--- config.mk ---
export PLATFORM = sky130hd
export DESIGN_NAME = csrng_health_mon
export DESIGN_NICKNAME = d
export VERILOG_FILES = /design/src/rtl/csrng_health_pkg.sv /design/src/rtl/csrng_popcount128.sv /design/src/rtl/csrng_health_mon.sv
export SDC_FILE = /design/constraint.sdc
export NUM_CORES = 1
export LEC_CHECK = 0
export ABC_AREA = 1
export BUFFER_PORTS_ARGS = -buffer_cell sky130_fd_sc_hd__clkbuf_2
export CORE_MARGIN = 1.5
export CORE_UTILIZATION = 36
export CTS_CLUSTER_DIAMETER = 100
export DETAILED_ROUTE_END_ITERATION = 6
export GPL_ROUTABILITY_DRIVEN = 0
export SLEW_MARGIN = 20
export SYNTH_ARGS = -nofsm -noshare
export SYNTH_HDL_FRONTEND = slang
export SYNTH_SLANG_ARGS = --single-unit
--- constraint.sdc ---
create_clock -name clk -period 31.7 [get_ports clk]
set_clock_uncertainty 0.2 [all_clocks]
set_input_delay 4.755 -clock clk [delete_from_list [all_inputs] [get_ports clk]]
set_output_delay 4.755 -clock clk [all_outputs]
set_load 0.05 [all_outputs]
--- src/rtl/csrng_health_pkg.sv ---
// Shared types and constants for the CSRNG health monitor.
// Optional feature macro: CSRNG_HEALTH_BLOCK_EN (see csrng_health_mon).
package csrng_health_pkg;

  // Width of one CSRNG output word
  localparam int GENBITS_W = 128;

  // Health monitor state: RUN while healthy, ALERT after any failure
  typedef enum logic {
    RUN   = 1'b0,
    ALERT = 1'b1
  } hm_state_e;

  // Bit positions inside alert_cause
  localparam int CAUSE_REP  = 0;
  localparam int CAUSE_PROP = 1;

  // 8-bit increment that sticks at 255
  function automatic logic [7:0] sat_inc8(input logic [7:0] v);
    return (v == 8'hFF) ? v : v + 8'd1;
  endfunction

endpackage

--- src/rtl/csrng_popcount128.sv ---
// Combinational population count of one 128-bit CSRNG word.
// Counts ones per byte, then adds the sixteen byte counts.
module csrng_popcount128
  import csrng_health_pkg::*;
(
  input  logic [GENBITS_W-1:0] bits_i,
  output logic [7:0]           cnt_o
);

  localparam int NBYTES = GENBITS_W / 8;

  logic [3:0] byte_cnt [NBYTES];

  for (genvar gi = 0; gi < NBYTES; gi++) begin : g_byte
    assign byte_cnt[gi] = 4'($countones(bits_i[gi*8 +: 8]));
  end

  // Sum the per-byte counts; 128 still fits in 8 bits
  always_comb begin
    cnt_o = '0;
    for (int i = 0; i < NBYTES; i++) begin
      cnt_o = cnt_o + {4'b0, byte_cnt[i]};
    end
  end

endmodule

--- src/rtl/csrng_health_mon.sv ---
// CSRNG health monitor: one-entry forwarding register plus a repetition
// test and a windowed proportion (ones count) test with a sticky alert.
// Define CSRNG_HEALTH_BLOCK_EN to drop words (instead of forwarding them)
// while the monitor is in ALERT, including the failing word itself.
module csrng_health_mon
  import csrng_health_pkg::*;
#(
  parameter int REP_THRESH   = 4,
  parameter int WINDOW_WORDS = 16,
  parameter int ONES_LO      = 896,
  parameter int ONES_HI      = 1152
) (
  input  logic                 clk,
  input  logic                 rst_n,
  input  logic [GENBITS_W-1:0] genbits,
  input  logic                 genbits_valid,
  output logic                 genbits_ready,
  output logic [GENBITS_W-1:0] out_bits,
  output logic                 out_valid,
  input  logic                 out_ready,
  input  logic                 alert_clr,
  output logic                 alert,
  output logic [1:0]           alert_cause,
  output logic [7:0]           fail_cnt
);

  // Width-matched copies of the thresholds
  localparam logic [7:0]  REP_THRESH_W = 8'(REP_THRESH);
  localparam logic [5:0]  WIN_LAST     = 6'(WINDOW_WORDS - 1);
  // Final window sum can reach 64*128 = 8192, one bit past the accumulator
  localparam logic [13:0] ONES_LO_W    = 14'(ONES_LO);
  localparam logic [13:0] ONES_HI_W    = 14'(ONES_HI);

  // Output register
  logic [GENBITS_W-1:0] out_bits_q, out_bits_d;
  logic                 out_valid_q, out_valid_d;

  // Repetition test state
  logic [GENBITS_W-1:0] prev_q, prev_d;
  logic                 prev_vld_q, prev_vld_d;
  logic [7:0]           rep_cnt_q, rep_cnt_d;

  // Proportion test state
  logic [12:0]          acc_q, acc_d;
  logic [5:0]           wcnt_q, wcnt_d;
  logic [13:0]          win_sum;

  // Alert bookkeeping
  hm_state_e            state_q, state_d;
  logic [1:0]           cause_q, cause_d;
  logic [7:0]           fail_cnt_q, fail_cnt_d;

  logic                 accept;
  logic                 rep_fail;
  logic                 prop_fail;
  logic                 any_fail;
  logic                 fwd_en;
  logic [7:0]           pop_cnt;

  csrng_popcount128 u_popcount (
    .bits_i (genbits),
    .cnt_o  (pop_cnt)
  );

  // Ready whenever the output slot is empty or is being drained this cycle
  assign genbits_ready = !out_valid_q || out_ready;
  assign accept        = genbits_valid && genbits_ready;
  assign any_fail      = rep_fail || prop_fail;

`ifdef CSRNG_HEALTH_BLOCK_EN
  // Only healthy words seen in RUN make it downstream
  assign fwd_en = (state_q == RUN) && !any_fail;
`else
  // Monitoring only: every accepted word is forwarded
  assign fwd_en = 1'b1;
`endif

  // Repetition and proportion tests evaluated on each accepted word
  always_comb begin
    prev_d     = prev_q;
    prev_vld_d = prev_vld_q;
    rep_cnt_d  = rep_cnt_q;
    acc_d      = acc_q;
    wcnt_d     = wcnt_q;
    rep_fail   = 1'b0;
    prop_fail  = 1'b0;
    win_sum    = {1'b0, acc_q} + {6'b0, pop_cnt};
    if (accept) begin
      prev_d     = genbits;
      prev_vld_d = 1'b1;
      if (prev_vld_q && (genbits == prev_q)) begin
        rep_cnt_d = sat_inc8(rep_cnt_q);
      end else begin
        rep_cnt_d = 8'd1;
      end
      // Fires at the threshold and keeps firing on every further repeat
      rep_fail = (rep_cnt_d >= REP_THRESH_W);
      if (wcnt_q == WIN_LAST) begin
        prop_fail = (win_sum < ONES_LO_W) || (win_sum > ONES_HI_W);
        acc_d     = '0;
        wcnt_d    = '0;
      end else begin
        acc_d  = win_sum[12:0];
        wcnt_d = wcnt_q + 6'd1;
      end
    end
  end

  // Output slot: load on forwarded accept, empty when drained
  always_comb begin
    out_bits_d  = out_bits_q;
    out_valid_d = out_valid_q;
    if (accept && fwd_en) begin
      out_bits_d  = genbits;
      out_valid_d = 1'b1;
    end else if (out_ready) begin
      out_valid_d = 1'b0;
    end
  end

  // Next state: a failure always wins over a clear in the same cycle
  always_comb begin
    state_d = state_q;
    if (any_fail) begin
      state_d = ALERT;
    end else if ((state_q == ALERT) && alert_clr) begin
      state_d = RUN;
    end
  end

  // Sticky cause bits and saturating failure counter
  always_comb begin
    cause_d    = cause_q;
    fail_cnt_d = fail_cnt_q;
    if (any_fail) begin
      // A simultaneous clear wipes the old causes, leaving only the new one
      cause_d             = alert_clr ? 2'b00 : cause_q;
      cause_d[CAUSE_REP]  = cause_d[CAUSE_REP]  | rep_fail;
      cause_d[CAUSE_PROP] = cause_d[CAUSE_PROP] | prop_fail;
      fail_cnt_d          = sat_inc8(fail_cnt_q);
    end else if (alert_clr) begin
      cause_d = 2'b00;
    end
  end

  // State register
  always_ff @(posedge clk) begin
    if (!rst_n) begin
      state_q <= RUN;
    end else begin
      state_q <= state_d;
    end
  end

  // Data path and test registers; reset discards any partial window
  always_ff @(posedge clk) begin
    if (!rst_n) begin
      out_bits_q  <= '0;
      out_valid_q <= 1'b0;
      prev_q      <= '0;
      prev_vld_q  <= 1'b0;
      rep_cnt_q   <= '0;
      acc_q       <= '0;
      wcnt_q      <= '0;
      cause_q     <= '0;
      fail_cnt_q  <= '0;
    end else begin
      out_bits_q  <= out_bits_d;
      out_valid_q <= out_valid_d;
      prev_q      <= prev_d;
      prev_vld_q  <= prev_vld_d;
      rep_cnt_q   <= rep_cnt_d;
      acc_q       <= acc_d;
      wcnt_q      <= wcnt_d;
      cause_q     <= cause_d;
      fail_cnt_q  <= fail_cnt_d;
    end
  end

  // Outputs decoded from registered state
  always_comb begin
    alert       = (state_q == ALERT);
    alert_cause = cause_q;
    fail_cnt    = fail_cnt_q;
    out_bits    = out_bits_q;
    out_valid   = out_valid_q;
  end

endmodule
Yosys cells after proc, flatten, opt, wreduce, memory -nomap -nowiden
Cells that the tools add are included.

Multiplexer cells: 14. $add $sub $neg: 131. Eq/ne operators: 4. Reduce and logical (&&, ||, !) cells: 10. Bitwise operators: 3. $lt $le $gt $ge: 3.

Operators by type and width (count): $add A4 B4 Y4 (48); $add A1 B1 Y2 (64); $eq A128 B128 Y1 (1); $add A8 B4 Y8 (14); $mux W8 (3); $add A8 B1 Y8 const B (2); $eq A8 B8 Y1 const B (2); $add A13 B8 Y14 (1); $gt A14 B11 Y1 const B (1); $lt A14 B10 Y1 const B (1); $mux W13 (1); $ge A8 B3 Y1 const B (1); $mux W1 (7); $add A6 B1 Y6 const B (1); $eq A6 B4 Y1 const B (1); $mux W6 (1); $add A4 B4 Y5 (1); $mux W2 (2); $reduce_bool A2 Y1 (2); $logic_and A1 B1 Y1 (3); $logic_or A1 B1 Y1 (3); $or A1 B1 Y1 (2); $reduce_and A2 Y1 (1); $logic_not A1 Y1 (1); $not A1 Y1 (1).

Logic and storage cells: 174. Flip-flop bits (word level): 168.

Logic depth before layout (Yosys ltp)
Word-level depth: 25. Depth in mapped cells: 44. Gate-level depth less buffers: 44.

Modules after synthesis
From an unflattened synthesis, not the netlist that was laid out.

Cells, all modules: 1761. Area total of the unflattened synthesis: 12662.1 µm².

By module, submodules not included: csrng_health_mon (times used 1, cells each 1363, area each 8857.2 µm²); csrng_popcount128 (times used 1, cells each 398, area each 3804.9 µm²).

Least setup slack after synthesis
Ideal clock, no wire load.

Kind: input port to flip-flop. From: input port genbits[0]. To: register fail_cnt_q[7], in the netlist fail_cnt[7]. Data arrival time: 13.221 ns. Data required time: 31.432 ns. Stages: 40. Setup slack: 18.211 ns. Setup time: 0.068 ns. Cells stage by stage: ha_1 fa_1 inv_1 fa_1 inv_1 ha_1 fa_1 ha_1 a21oi_1 nand2_1 xor2_1 fa_1 inv_1 fa_1 fa_1 fa_1 inv_1 fa_1 [4 not listed] nand3_1 nand2_1 a21o_1 a21oi_1 xnor2_1 ha_1 a21oi_1 o21ai_1 a31o_1 xor2_1 inv_1 nand2_1 nand2_2 nand2_4 nand2_8 nand2_8 nand2_2 a21oi_2.

Longest elaborated chain between the ends: 25. Elaborated cells on any way between the ends: 32. Those cells by class: add/sub (19); order compare (3); eq/ne (1); mux (5); reduce/logical (4).

RTL lines: start: declaration (RTL line csrng_health_mon.sv:15) `input logic [GENBITS_W-1:0] genbits,`; $add A1 B1 Y2 (RTL line csrng_popcount128.sv:15) `assign byte_cnt[gi] = 4'($countones(bits_i[gi*8 +: 8]));`; $add A4 B4 Y4 (2 in series) (RTL line csrng_popcount128.sv:15); $add A4 B4 Y5 (RTL line csrng_popcount128.sv:22) `cnt_o = cnt_o + {4'b0, byte_cnt[i]};`; $add A8 B4 Y8 (14 in series) (RTL line csrng_popcount128.sv:22); $add A13 B8 Y14 (RTL line csrng_health_mon.sv:87) `win_sum = {1'b0, acc_q} + {6'b0, pop_cnt};`; $lt A14 B10 Y1 / $gt A14 B11 Y1 (equally long branches) (RTL line csrng_health_mon.sv:99) `prop_fail = (win_sum < ONES_LO_W) || (win_sum > ONES_HI_W);`; $logic_or A1 B1 Y1 (RTL line csrng_health_mon.sv:99); $mux W1 (RTL line csrng_health_mon.sv:98) `if (wcnt_q == WIN_LAST) begin`; $mux W1 (RTL line csrng_health_mon.sv:88) `if (accept) begin`; $logic_or A1 B1 Y1 (*) (RTL line csrng_health_mon.sv:68) `assign any_fail = rep_fail || prop_fail;`; $reduce_and A2 Y1 (no source line) (*); end signal: assignment (RTL line csrng_health_mon.sv:176) `fail_cnt_q <= fail_cnt_d;`; end: declaration (RTL line csrng_health_mon.sv:51) `logic [7:0] fail_cnt_q, fail_cnt_d;`.

Every way passes the cells marked *; elsewhere a longest branch is shown, timed or not. The select of a mux whose other input is x is not followed. A chain may end at the register's enable or synchronous reset.

Worst setup path in the final report
From: input port genbits[0]. To: register fail_cnt_q[3], in the netlist fail_cnt[3].

Same word-level chain as after synthesis.

==> reports/qor.yml <==
status: "complete, no violations"
synth_top_family_by_area: "adder cells"
setup_tns_ps: 0
clk_latency_ps: 460
drive_above_1_share: 0.190
critical_path_class: "in -> reg"
ys_types: 45
min_from: "acc_q[2]"
cp_slowest_cell: "fa_1"
startpoint_type: "input port"
cts.sinks: 168
grt_pass1_vias: 11600
grt_max_degree: 107
cp.required_ps: 31880
synthXorXnorAreaFrac: 0.0345
r2r-end: "fail_cnt[3]"
clockBufferDepth: 2
slew-limit-headroom: 0.282
max_freq_ghz: 0.0724
reg2reg_depth: 18
cts_tree: "done"
syn-instance-count: 1705
synth_compound_area_frac: 0.137
worstHoldPathCells: 2
hold_path_end: "acc_q[2]"
cts_setup_buffers: 0
dieHeight_um: 194
synthToLayoutAreaGrowth_pct: 18.1
cp_common_cell: "fa_1"
final_antenna_net_count: 0
vias_per_cell: 4.90
fin_area_um2: 15600
finalCritPeriodShare: 0.435
start_util: 0.368
die_area_um2: 37800
synth_mux_area_frac: 0
slowest_delay_ps: 600
hpwlAfterDp_um: 36600
final_max_slew_viol_count: 0
drt_iter0_drc: 779
drt-pass1-iter-count: 5
tightest_slew_ps: 1080
rsz0062_at_grt: "false"
multi_input_area_um2: 8460
hold_viol: 0
synth-seq-area-share: 0.255
setup_viol: 0
grt_usage: 0.237
grt-ovfl-total: 0
wire_per_inst_um: 18.2
ios: 274
cp_max_fo: 10
post_cts_resize_count: 0
fin_hold_ws_ps: 271
syn_avg_cell_area_um2: 7.73
cts_buffers: 17
cp.buffers_inverters: 8
synth-adder-area-share: 0.295
r2r_slack_ps: 28900
seq_area_um2: 3360
yosys.area_share.simple: 0.175
crit_arrival_ps: 13990
r2r_start: "acc_q[0]"
cap_violations: 0
nFillCells: 3632
ys_ff_latch: 168
vias: 11900
postCtsHoldBufs: 0
crit_family: "adder cells"
drc_errors: 0
ys_warn_count: 0
async_flop_share: 0
antenna_found_initial: 6
synth_fp_nets: 2080
fp.coreArea_um2: 35800
ctsRootBufferMaster: "clkbuf_16"
fin_util: 0.435
finalWirelength_um: 44200
clk_pin_slew_worst_paths_ps: 70
min_period_ps: 13800
nNetsFinal: 2327
port_buffers: 273
grt_pass1_wl_um: 66600
synth-main-ff-cell: "dfxtp_1"
die_w_um: 194
synth_edf_count: 0
rows: 69
hp-class: "reg -> reg"
htreeDepth: 4
worstSetupEndpointType: "flip-flop"
syn_area_um2: 13200
placed_area_um2: 15000
[state kept, by name (all words and copies together), names as in the netlist]
signal and flops:
prev_q 128, fail_cnt 8, rep_cnt_q 8, alert 1
out_valid 1, prev_vld_q 1, alert_cause 2, acc_q 13
wcnt_q 6
[how the worst max path moves through the flow]
| stage | to | from | cells after the start |
|---|---|---|---|
| 6_report | fail_cnt[3] | genbits[0] | 41 |
| 5_1_grt | fail_cnt[1] | genbits[0] | 41 |
| 4_1_cts | fail_cnt[3] | genbits[0] | 41 |
| 3_5_place_dp | fail_cnt[3] | genbits[0] | 41 |
| 3_3_place_gp | fail_cnt[6] | genbits[0] | 41 |
| 2_1_floorplan | fail_cnt[7] | genbits[0] | 40 |
[tightest hold or removal path: stages, from the launching register on]
cell and delay, ps:
dfxtp_1 310, nand2_1 60, a21oi_1 50
[layout by cell type, fill, tap and decap left out, types with 4 or more instances in the layout]
cell and instances:
inv_1 303, nand2_1 286, clkbuf_2 272, dfxtp_1 168
o21ai_0 161, nor2_1 161, a21oi_1 130, ha_1 127
fa_1 115, xnor2_1 32, nand3_1 27, o21ai_1 20
xor2_1 18, clkbuf_16 17, nand2_2 13, inv_2 11
a21oi_2 10, nand4_1 9, or2_2 9, nand3_2 7
nor3_1 7, o22ai_1 6, buf_4 5, o21ai_2 4
[metal layers]
| metal | global-route usage | vias to the layer above | part of all wire |
|---|---|---|---|
| met1 | 0.283 | 5558 | 0.41 |
| met3 | 0.0505 | 88 | 0.059 |
| met2 | 0.396 | 381 | 0.48 |
| li1 | - | 5858 | - |
| met4 | 0.134 | 6 | 0.053 |
| met5 | 0 | - | 0.0010 |
[cell usage after synthesis (4+ instances only)]
| master | instances | area [um^2] |
|---|---|---|
| clkbuf_1 | 44 | 165 |
| nand3_1 | 27 | 135 |
| o21ai_1 | 20 | 100 |
| nor3_1 | 7 | 35.0 |
| a21oi_2 | 10 | 87.6 |
| xnor2_1 | 32 | 280 |
| a21oi_1 | 130 | 651 |
| nor2_1 | 161 | 604 |
| nand3_2 | 7 | 70.1 |
| inv_2 | 10 | 37.5 |
| nand2_2 | 13 | 81.3 |
| o21ai_0 | 161 | 806 |
| nand4_1 | 9 | 56.3 |
| xor2_1 | 18 | 158 |
| o22ai_1 | 6 | 37.5 |
| nand2_1 | 287 | 1080 |
| o21ai_2 | 4 | 35.0 |
| or2_2 | 9 | 56.3 |
| buf_1 | 4 | 15.0 |
| fa_1 | 115 | 2300 |
| inv_1 | 304 | 1140 |
| dfxtp_1 | 168 | 3360 |
| ha_1 | 127 | 1590 |
[logic make-up (layout without fill, tap and decap cells)]
| family | count (synthesis) | in the layout |
|---|---|---|
| flops | 168 | 168 |
| fa+ha+maj | 242 | 242 |
| buf+inv | 364 | 623 |
| xor+xnor | 51 | 51 |
| compound gates | 342 | 342 |
| simple gates | 538 | 538 |
| other cells | 0 | 3 |
[per-stage QoR]
step	std cells	worst slack, ps
2_1_floorplan	1705	18210
3_3_place_gp	2394	17640
3_5_place_dp	2394	17520
4_1_cts	2425	17950
5_1_grt	2427	17450
6_report	2428	17900
[area by class of cell]
type	count	area share
diodes	3	0.000482
clock buffers	19	0.0284
clock inverters	12	0.00908
inverters	315	0.0759
multi-input cells	1173	0.543
flip-flops and latches	168	0.216
well taps	461	0.0370
repair buffers	277	0.0898
Power is left out: the tool's default activity adds up to more than one toggle a clock period on the data nets, which glitch-free logic cannot reach.
